`src/rtl/fwd_hazard_unit.sv`:
```
// Forwarding-select and load-use hazard unit. It compares the ID-stage sources
// against the destinations in EX..WB and emits stall/bubble plus registered selects.
module fwd_hazard_unit #(
  parameter int unsigned ADDR_W     = 5,
  parameter int unsigned FWD_STAGES = 3,
  parameter int unsigned LOAD_LAT   = 1,
  parameter int unsigned SEL_W      = $clog2(FWD_STAGES + 1),
  parameter int unsigned CNT_W      = 16
) (
  input  logic                         clk,
  input  logic                         rst,
  input  logic [ADDR_W-1:0]            rs_addr_id,
  input  logic [ADDR_W-1:0]            rt_addr_id,
  input  logic                         rs_used_id,
  input  logic                         rt_used_id,
  input  logic [FWD_STAGES*ADDR_W-1:0] dst_addr,
  input  logic [FWD_STAGES-1:0]        dst_we,
  input  logic                         load_ex,
  input  logic                         hold_i,
  input  logic                         flush_i,
  output logic [SEL_W-1:0]             fwd_a_sel,
  output logic [SEL_W-1:0]             fwd_b_sel,
  output logic                         stall,
  output logic                         bubble,
  output logic [CNT_W-1:0]             stall_cycles
);

  localparam int unsigned LAT_W = (LOAD_LAT > 1) ? $clog2(LOAD_LAT) : 1;

  typedef enum logic [0:0] {IDLE, STALL} state_t;

  state_t             state;
  logic [LAT_W-1:0]   cnt;
  logic [SEL_W-1:0]   sel_a;
  logic [SEL_W-1:0]   sel_b;
  logic               found_a;
  logic               found_b;
  logic               match0_a;
  logic               match0_b;
  logic               hazard;
  logic [ADDR_W-1:0]  dst_k;

  // Scanning upward and latching the first hit makes the youngest producer win.
  always_comb begin
    sel_a   = '0;
    sel_b   = '0;
    found_a = 1'b0;
    found_b = 1'b0;
    dst_k   = '0;
    for (int unsigned k = 0; k < FWD_STAGES; k++) begin
      dst_k = dst_addr[k*ADDR_W +: ADDR_W];
      if (!found_a && dst_we[k] && (dst_k != '0) && (dst_k == rs_addr_id) && rs_used_id) begin
        sel_a   = SEL_W'(k + 1);
        found_a = 1'b1;
      end
      if (!found_b && dst_we[k] && (dst_k != '0) && (dst_k == rt_addr_id) && rt_used_id) begin
        sel_b   = SEL_W'(k + 1);
        found_b = 1'b1;
      end
    end
  end

  always_comb begin
    match0_a = dst_we[0] && (dst_addr[0 +: ADDR_W] != '0) &&
               (dst_addr[0 +: ADDR_W] == rs_addr_id) && rs_used_id;
    match0_b = dst_we[0] && (dst_addr[0 +: ADDR_W] != '0) &&
               (dst_addr[0 +: ADDR_W] == rt_addr_id) && rt_used_id;
    hazard   = (state == IDLE) && !hold_i && !flush_i && load_ex && (match0_a || match0_b);
  end

  always_comb begin
    stall  = 1'b0;
    bubble = 1'b0;
    if (!rst) begin
      if (state == STALL) begin
        stall  = 1'b1;
        bubble = !hold_i;
      end else if (hazard) begin
        stall  = 1'b1;
        bubble = 1'b1;
      end
    end
  end

  // The first stall cycle is spent in IDLE, so STALL only covers the remaining LOAD_LAT-1.
  always_ff @(posedge clk) begin
    if (rst || flush_i) begin
      state <= IDLE;
      cnt   <= '0;
    end else begin
      case (state)
        IDLE: begin
          if (hazard && (LOAD_LAT > 1)) begin
            state <= STALL;
            cnt   <= LAT_W'(LOAD_LAT - 1);
          end
        end
        STALL: begin
          if (!hold_i) begin
            if (cnt == LAT_W'(1)) begin
              state <= IDLE;
              cnt   <= '0;
            end else begin
              cnt <= cnt - LAT_W'(1);
            end
          end
        end
        default: begin
          state <= IDLE;
          cnt   <= '0;
        end
      endcase
    end
  end

  always_ff @(posedge clk) begin
    if (rst || flush_i) begin
      fwd_a_sel <= '0;
      fwd_b_sel <= '0;
    end else if (hold_i) begin
      fwd_a_sel <= fwd_a_sel;
      fwd_b_sel <= fwd_b_sel;
    end else if (bubble) begin
      fwd_a_sel <= '0;
      fwd_b_sel <= '0;
    end else begin
      fwd_a_sel <= sel_a;
      fwd_b_sel <= sel_b;
    end
  end

  always_ff @(posedge clk) begin
    if (rst) begin
      stall_cycles <= '0;
    end else if (stall && (stall_cycles != '1)) begin
      stall_cycles <= stall_cycles + CNT_W'(1);
    end
  end

endmodule
```
`config.mk`:
```
export PLATFORM = sky130hd
export DESIGN_NAME = fwd_hazard_unit
export DESIGN_NICKNAME = d
export VERILOG_FILES = /design/src/rtl/fwd_hazard_unit.sv
export SDC_FILE = /design/constraint.sdc
export NUM_CORES = 1
export LEC_CHECK = 0
export ABC_AREA = 1
export CELL_PAD_IN_SITES_DETAIL_PLACEMENT = 0
export CELL_PAD_IN_SITES_GLOBAL_PLACEMENT = 1
export CORE_ASPECT_RATIO = 1.75
export CORE_UTILIZATION = 31
export DETAILED_ROUTE_END_ITERATION = 8
export GPL_TIMING_DRIVEN = 0
export PLACE_DENSITY = 0.78
export REMOVE_ABC_BUFFERS = 1
export SETUP_SLACK_MARGIN = 0.15
export SKIP_CTS_REPAIR_TIMING = 1
export SYNTH_ARGS = -nofsm -noshare
export SYNTH_HDL_FRONTEND = slang
export SYNTH_SLANG_ARGS = --single-unit
```
`constraint.sdc`:
```
create_clock -name clk -period 2.6 [get_ports clk]
set_clock_uncertainty 0.1 [all_clocks]
set_input_delay 0.78 -clock clk [delete_from_list [all_inputs] [get_ports clk]]
set_output_delay 0.78 -clock clk [all_outputs]
set_load 0.03 [all_outputs]
```
==> out/results.ini, run 1 <==
[route]
vias = 2194
drtPass1Iterations = 4
initialDrtViolationCount = 82
wl_um = 6440
drcViolationCount = 0
final_antenna_net_count = 0
detail_route.wl_per_cell_um = 14.8
via_per_inst = 5.03

[timing]
final.setup.worst_slack_ns = -0.206
maxSlewViolCount = 0
setup_viol = 2
fmax_mhz = 356
fin_crit_ns = 2.81
finalHoldViolations = 0
relSlewSlack_pct = 67.9
tightest_slew_ns = 0.482
timing.hold.ws_ns = 0.364
fin_crit_sh_pct = 108
grt_setup_unrepaired = yes

[worst_setup_path]
crit_path_max_fanout = 3
cp-end-kind = output port
crit_type = input pin to output port
crit_required_ns = 1.72
arrival_ns = 1.93
startpoint_type = input pin

[cells_and_area]
final_cell_mix = nand2_1, nor2_1, clkdlybuf4s50_1
area_growth_pct = 45.8
fin_area_sq_um = 2620
final_common_cell = nand2_1
antenna_cells = 0
drive_gt1_share_pct = 20.6
fill_cells = 642
fin_nets = 397

[place]
placed_area_sq_um = 2420
io_buffer_count = 56
routabilityCongestion = 0.850
place_ws_ns = -1.97
dp_hpwl_um = 4840

[global_route]
grt_pass1_wl_um = 10000
grt-ovfl-total = 0
antenna_found_initial = 0
grt_max_degree = 19
grt_use_total_pct = 21.4
first_global_vias = 2166

[floorplan]
dieWidth_um = 59.6
ios = 57
fp.dieH_um = 103
std_cell_rows = 36
initial_core_util_pct = 32.2
fp.dieArea_sq_um = 6120
core_area_sq_um = 5590

[clock_network]
clk-insertion-delay-late_ns = 0.26
cts_root_buffer = clkbuf_8
numCtsBuffers = 3
cts_sinks = 22
cts_htree_levels = 1
clock_path_buffers = 2
cts_tree = yes
clkTransAtPathRegs_ns = 0.08

[synthesis]
synthTopCellsByArea = dfxtp_1, nand2_1, inv_1
seq_area_frac_synth_pct = 24.5
ys_warn_count = 0
synth_top_area_share_pct = 24.5
synth_cell_types = 25
synthesis.instances = 296
syn-cell-area_sq_um = 1800
syn_area_per_cell_sq_um = 6.07
synth-seq-cells = 22
yosys.area.top_type = dfxtp_1

[power]
pwr-share-comb_pct = 23.5
leakage_nw = 1.09
power.internal_mw = 0.555
powerDensity_nw_per_um2 = 294
peakVddDrop_uv = 234
seqPwrFrac_pct = 43.9
switching_share_pct = 28.1
p_clk_share_pct = 32.6
p_sw_mw = 0.216

[outcome]
violations = negative setup slack
status = complete, but fails checks

[flow_run]
cap_violations = 0

[min_path]
hp-class = flop to flop

[final cells by class]
| type | instances | area, sq um | area share, % |
|---|---|---|---|
| inverter | 40 | 161 | 6.16 |
| multi-input combinational | 229 | 1260 | 48.3 |
| tap | 76 | 95.1 | 3.63 |
| sequential | 22 | 440 | 16.8 |
| clock buffer | 4 | 55.1 | 2.10 |
| timing repair buffer | 65 | 603 | 23.0 |
[logic make-up after synthesis]
logic type,share of synthesized area [%]
flip-flops,24.5
adder cells (fa/ha/maj),0.696
XOR/XNOR,9.26
AO/OA/AOI/OAI,13.2
AND/OR/NAND/NOR,42.2
buffers and inverters,10.1
[stage by stage]
stage	std cells	util, %	setup TNS (ns)	power (mW)
2_1_floorplan	290	-	-0.449	0.417
3_3_place_gp	422	43.3	-20.46	0.515
3_5_place_dp	422	43.3	-21.03	0.514
4_1_cts	426	44.3	-15.13	0.773
5_1_grt	436	46.9	-0.546	0.809
6_report	436	46.9	-0.394	0.771
[routing by layer]
metal	vias to the layer above	routed length [um]	share of wire [%]	track usage (%)
li1	1104	-	-	-
met2	82	3430	53	42.2
met5	-	0	0	0
met1	992	2400	37	21.4
met4	0	243	3.8	9.12
met3	16	366	5.7	2.63
[critical path: stages]
cell and delay [ns]:
clkdlybuf4s50_1 0.44, nor3b_2 0.18, nand2_2 0.08, nand2_4 0.09
nand2_4 0.06, inv_4 0.06, nand2_4 0.04, inv_2 0.05
buf_6 0.12
[sequential cells by signal (all words and copies together), names as in the netlist]
register / cells
fwd_b_sel: 2
cnt: 1
state: 1
stall_cycles: 16
fwd_a_sel: 2
[power groups by stage]
stage / Clock [mW] / Sequential (mW) / Combinational [mW]
floorplan: 0 / 0.349 / 0.0685
global placement: 0 / 0.346 / 0.169
detailed placement: 0 / 0.346 / 0.168
CTS: 0.265 / 0.339 / 0.169
global route: 0.273 / 0.339 / 0.197
finish: 0.251 / 0.338 / 0.181
[cell usage after synthesis]
library cell / instances
buf_6: 1
nand3_1: 18
nand3_2: 2
o211ai_1: 2
inv_1: 38
clkinv_1: 2
a211oi_1: 1
o22ai_1: 10
o21ai_0: 3
dfxtp_1: 22
ha_1: 1
a21oi_2: 8
nor2_4: 1
nand2_2: 2
nor3_1: 10
nor2_1: 35
nor3b_1: 1
clkbuf_1: 4
xor2_1: 12
nand2_1: 81
buf_2: 1
a21oi_1: 12
nand4_1: 21
a21boi_1: 1
xnor2_1: 7
[worst paths after layout]
| kind | start | to | slack, ns | cells past startpoint |
|---|---|---|---|---|
| setup / recovery | flush_i | bubble | -0.21 | 9 |
| hold / removal | fwd_b_sel[1] | fwd_b_sel[1] | 0.36 | 2 |
| setup reg to reg | stall_cycles[1] | stall_cycles[12] | 0.42 | 9 |
| hold reg to reg | fwd_b_sel[1] | fwd_b_sel[1] | 0.36 | 2 |
No activity file was read; power rests on OpenSTA's default activity.
==> run 2, diff against run 1 <==
==> constraint.sdc (replaced) <==
create_clock -name clk -period 2.6 [get_ports clk]
set_clock_uncertainty 0.1 [all_clocks]
set_input_delay 0.26 -clock clk [delete_from_list [all_inputs] [get_ports clk]]
set_output_delay 0.26 -clock clk [all_outputs]
set_load 0.03 [all_outputs]
==> run 2 against run 1 <==
  * The run now ends clean
  * Worst hold slack barely moved
  * Non-clock buffer count fell by 6
  * Global-route usage did not move
  * Sequential power barely moved
  * Final area fell by 1.5%
  * Wire length fell by 1.4%
  * Via count fell by 2.6%
  * Sequential share of layout area rose by 0.26 points
  * Critical path type unchanged
  * Largest power group unchanged
==> out/results.ini, run 2 (synthesis gave the netlist of run 1 again) <==
[outcome]
status = finished clean

[clock_network]
cts_root_buffer = clkbuf_8
cts_tree = yes
numCtsBuffers = 3
clock_path_buffers = 2
cts_sinks = 22
cts_htree_levels = 1
clkTransAtPathRegs_ns = 0.09
clk-insertion-delay-late_ns = 0.27

[cells_and_area]
drive_gt1_share_pct = 7.63
top_register = stall_cycles
final_common_cell = nand2_1
largest_register_ffs = 16
area_growth_pct = 43.6
fin_nets = 391
antenna_cells = 0
final_cell_mix = nand2_1, clkdlybuf4s50_1, nor2_1
largestRegisters = stall_cycles: 16 flops, fwd_a_sel: 2 flops, fwd_b_sel: 2 flops

[floorplan]
std_cell_rows = 36
fp.dieArea_sq_um = 6120
initial_core_util_pct = 32.2
dieWidth_um = 59.6
core_area_sq_um = 5590
fp.dieH_um = 103
ios = 57

[power]
powerDensity_nw_per_um2 = 295
p_total_mw = 0.762
leakage_nw = 1.17
peakVddDrop_uv = 237

[global_route]
grt-ovfl-total = 0
grt_max_degree = 19
antenna_found_initial = 0
grt_use_total_pct = 21.4
grt_pass1_wl_um = 10000
first_global_vias = 2166

[route]
detail_route.wl_per_cell_um = 14.8
vias = 2137
final_antenna_net_count = 0
initialDrtViolationCount = 61
drcViolationCount = 0
wl_um = 6350
drtPass1Iterations = 4
via_per_inst = 4.97

[timing]
relSlewSlack_pct = 41.6
timing.hold.ws_ns = 0.364
fin_crit_ns = 2.32
maxSlewViolCount = 0
fin_crit_sh_pct = 89.2
grt_setup_unrepaired = yes
fmax_mhz = 431
finalHoldViolations = 0
tightest_slew_ns = 0.874
setup_viol = 0

[worst_setup_path]
startpoint_type = input pin
cp-end-kind = output port
crit_path_max_fanout = 3
crit_required_ns = 2.24
crit_type = input pin to output port
arrival_ns = 1.96

[place]
io_buffer_count = 56
routabilityCongestion = 0.850
dp_hpwl_um = 4840

[flow_run]
cap_violations = 0

[min_path]
hp-class = flop to flop

run 2: cell types whose count changed in the layout (fill, tap and decap cells not counted), sizes merged:
cell           previous run  this run
clkdlybuf4s50            33        38
clkbuf                    7         5
dlymetal6s2s              3        17
buf                      26         3
run 2: area by class of cell:
type / count / area [sq um]
Fill cell: 645 / 3010
Sequential cell: 22 / 440
Timing Repair Buffer: 59 / 623
Multi-Input combinational cell: 229 / 1210
Clock buffer: 4 / 55.1
Inverter: 40 / 154
Tap cell: 76 / 95.1
run 2: critical path, cell delays in order:
cell             delay (ns)
clkdlybuf4s50_1        0.52
nand2_1                0.07
nand2_1                0.10
nand2_1                0.06
nor2_1                 0.08
nand3_1                0.09
nand2_1                0.10
nand2_1                0.08
nand2_4                0.08
nand2_1                0.10
inv_2                  0.09
nand2_1                0.08
inv_1                  0.06
clkbuf_4               0.18
run 2: per-layer routing:
layer	vias up	global-route usage, %	share of wire [%]
li1	1092	-	-
met1	966	21.4	38
met2	69	42.2	54
met3	10	2.63	5.7
met4	0	9.12	2.2
met5	-	0	0
run 2: per-stage QoR:
| stage | instance area, sq um | setup slack (ns) | util [%] | TNS (ns) | std cells |
|---|---|---|---|---|---|
| 4_1_cts | 2480 | -0.923 | 44.3 | -3.06 | 426 |
| 5_1_grt | 2580 | 0.117 | 46.2 | 0 | 430 |
| 3_3_place_gp | 2420 | -0.907 | 43.3 | -7.98 | 422 |
| 3_5_place_dp | 2420 | -0.933 | 43.3 | -8.55 | 422 |
| 6_report | 2580 | 0.280 | 46.2 | 0 | 430 |
| 2_1_floorplan | 1770 | 0.419 | - | 0 | 290 |
run 2: report_power, final:
part	internal, mW	total [mW]	switching, mW
Sequential	0.338	0.338	0.000706
Clock	0.135	0.254	0.119
Combinational	0.0775	0.169	0.0916
run 2: final timing paths:
kind                   start          endpoint  slack [ns]  cells past startpoint
min             fwd_b_sel[1]      fwd_b_sel[1]        0.36                      2
max reg2reg  stall_cycles[1]  stall_cycles[12]        0.43                      9
max              dst_addr[4]            bubble        0.28                     14
min reg2reg     fwd_b_sel[1]      fwd_b_sel[1]        0.36                      2
==> run 3, diff against run 2 <==
--- a/config.mk
+++ b/config.mk
@@ -6,6 +6,7 @@
 export NUM_CORES = 1
 export LEC_CHECK = 0
 export ABC_AREA = 1
+export CAP_MARGIN = 25
 export CELL_PAD_IN_SITES_DETAIL_PLACEMENT = 0
 export CELL_PAD_IN_SITES_GLOBAL_PLACEMENT = 1
 export CORE_ASPECT_RATIO = 1.75
==> results of run 3 <==
Same layout as run 2: the final DEF is identical, and so are final timing and power.
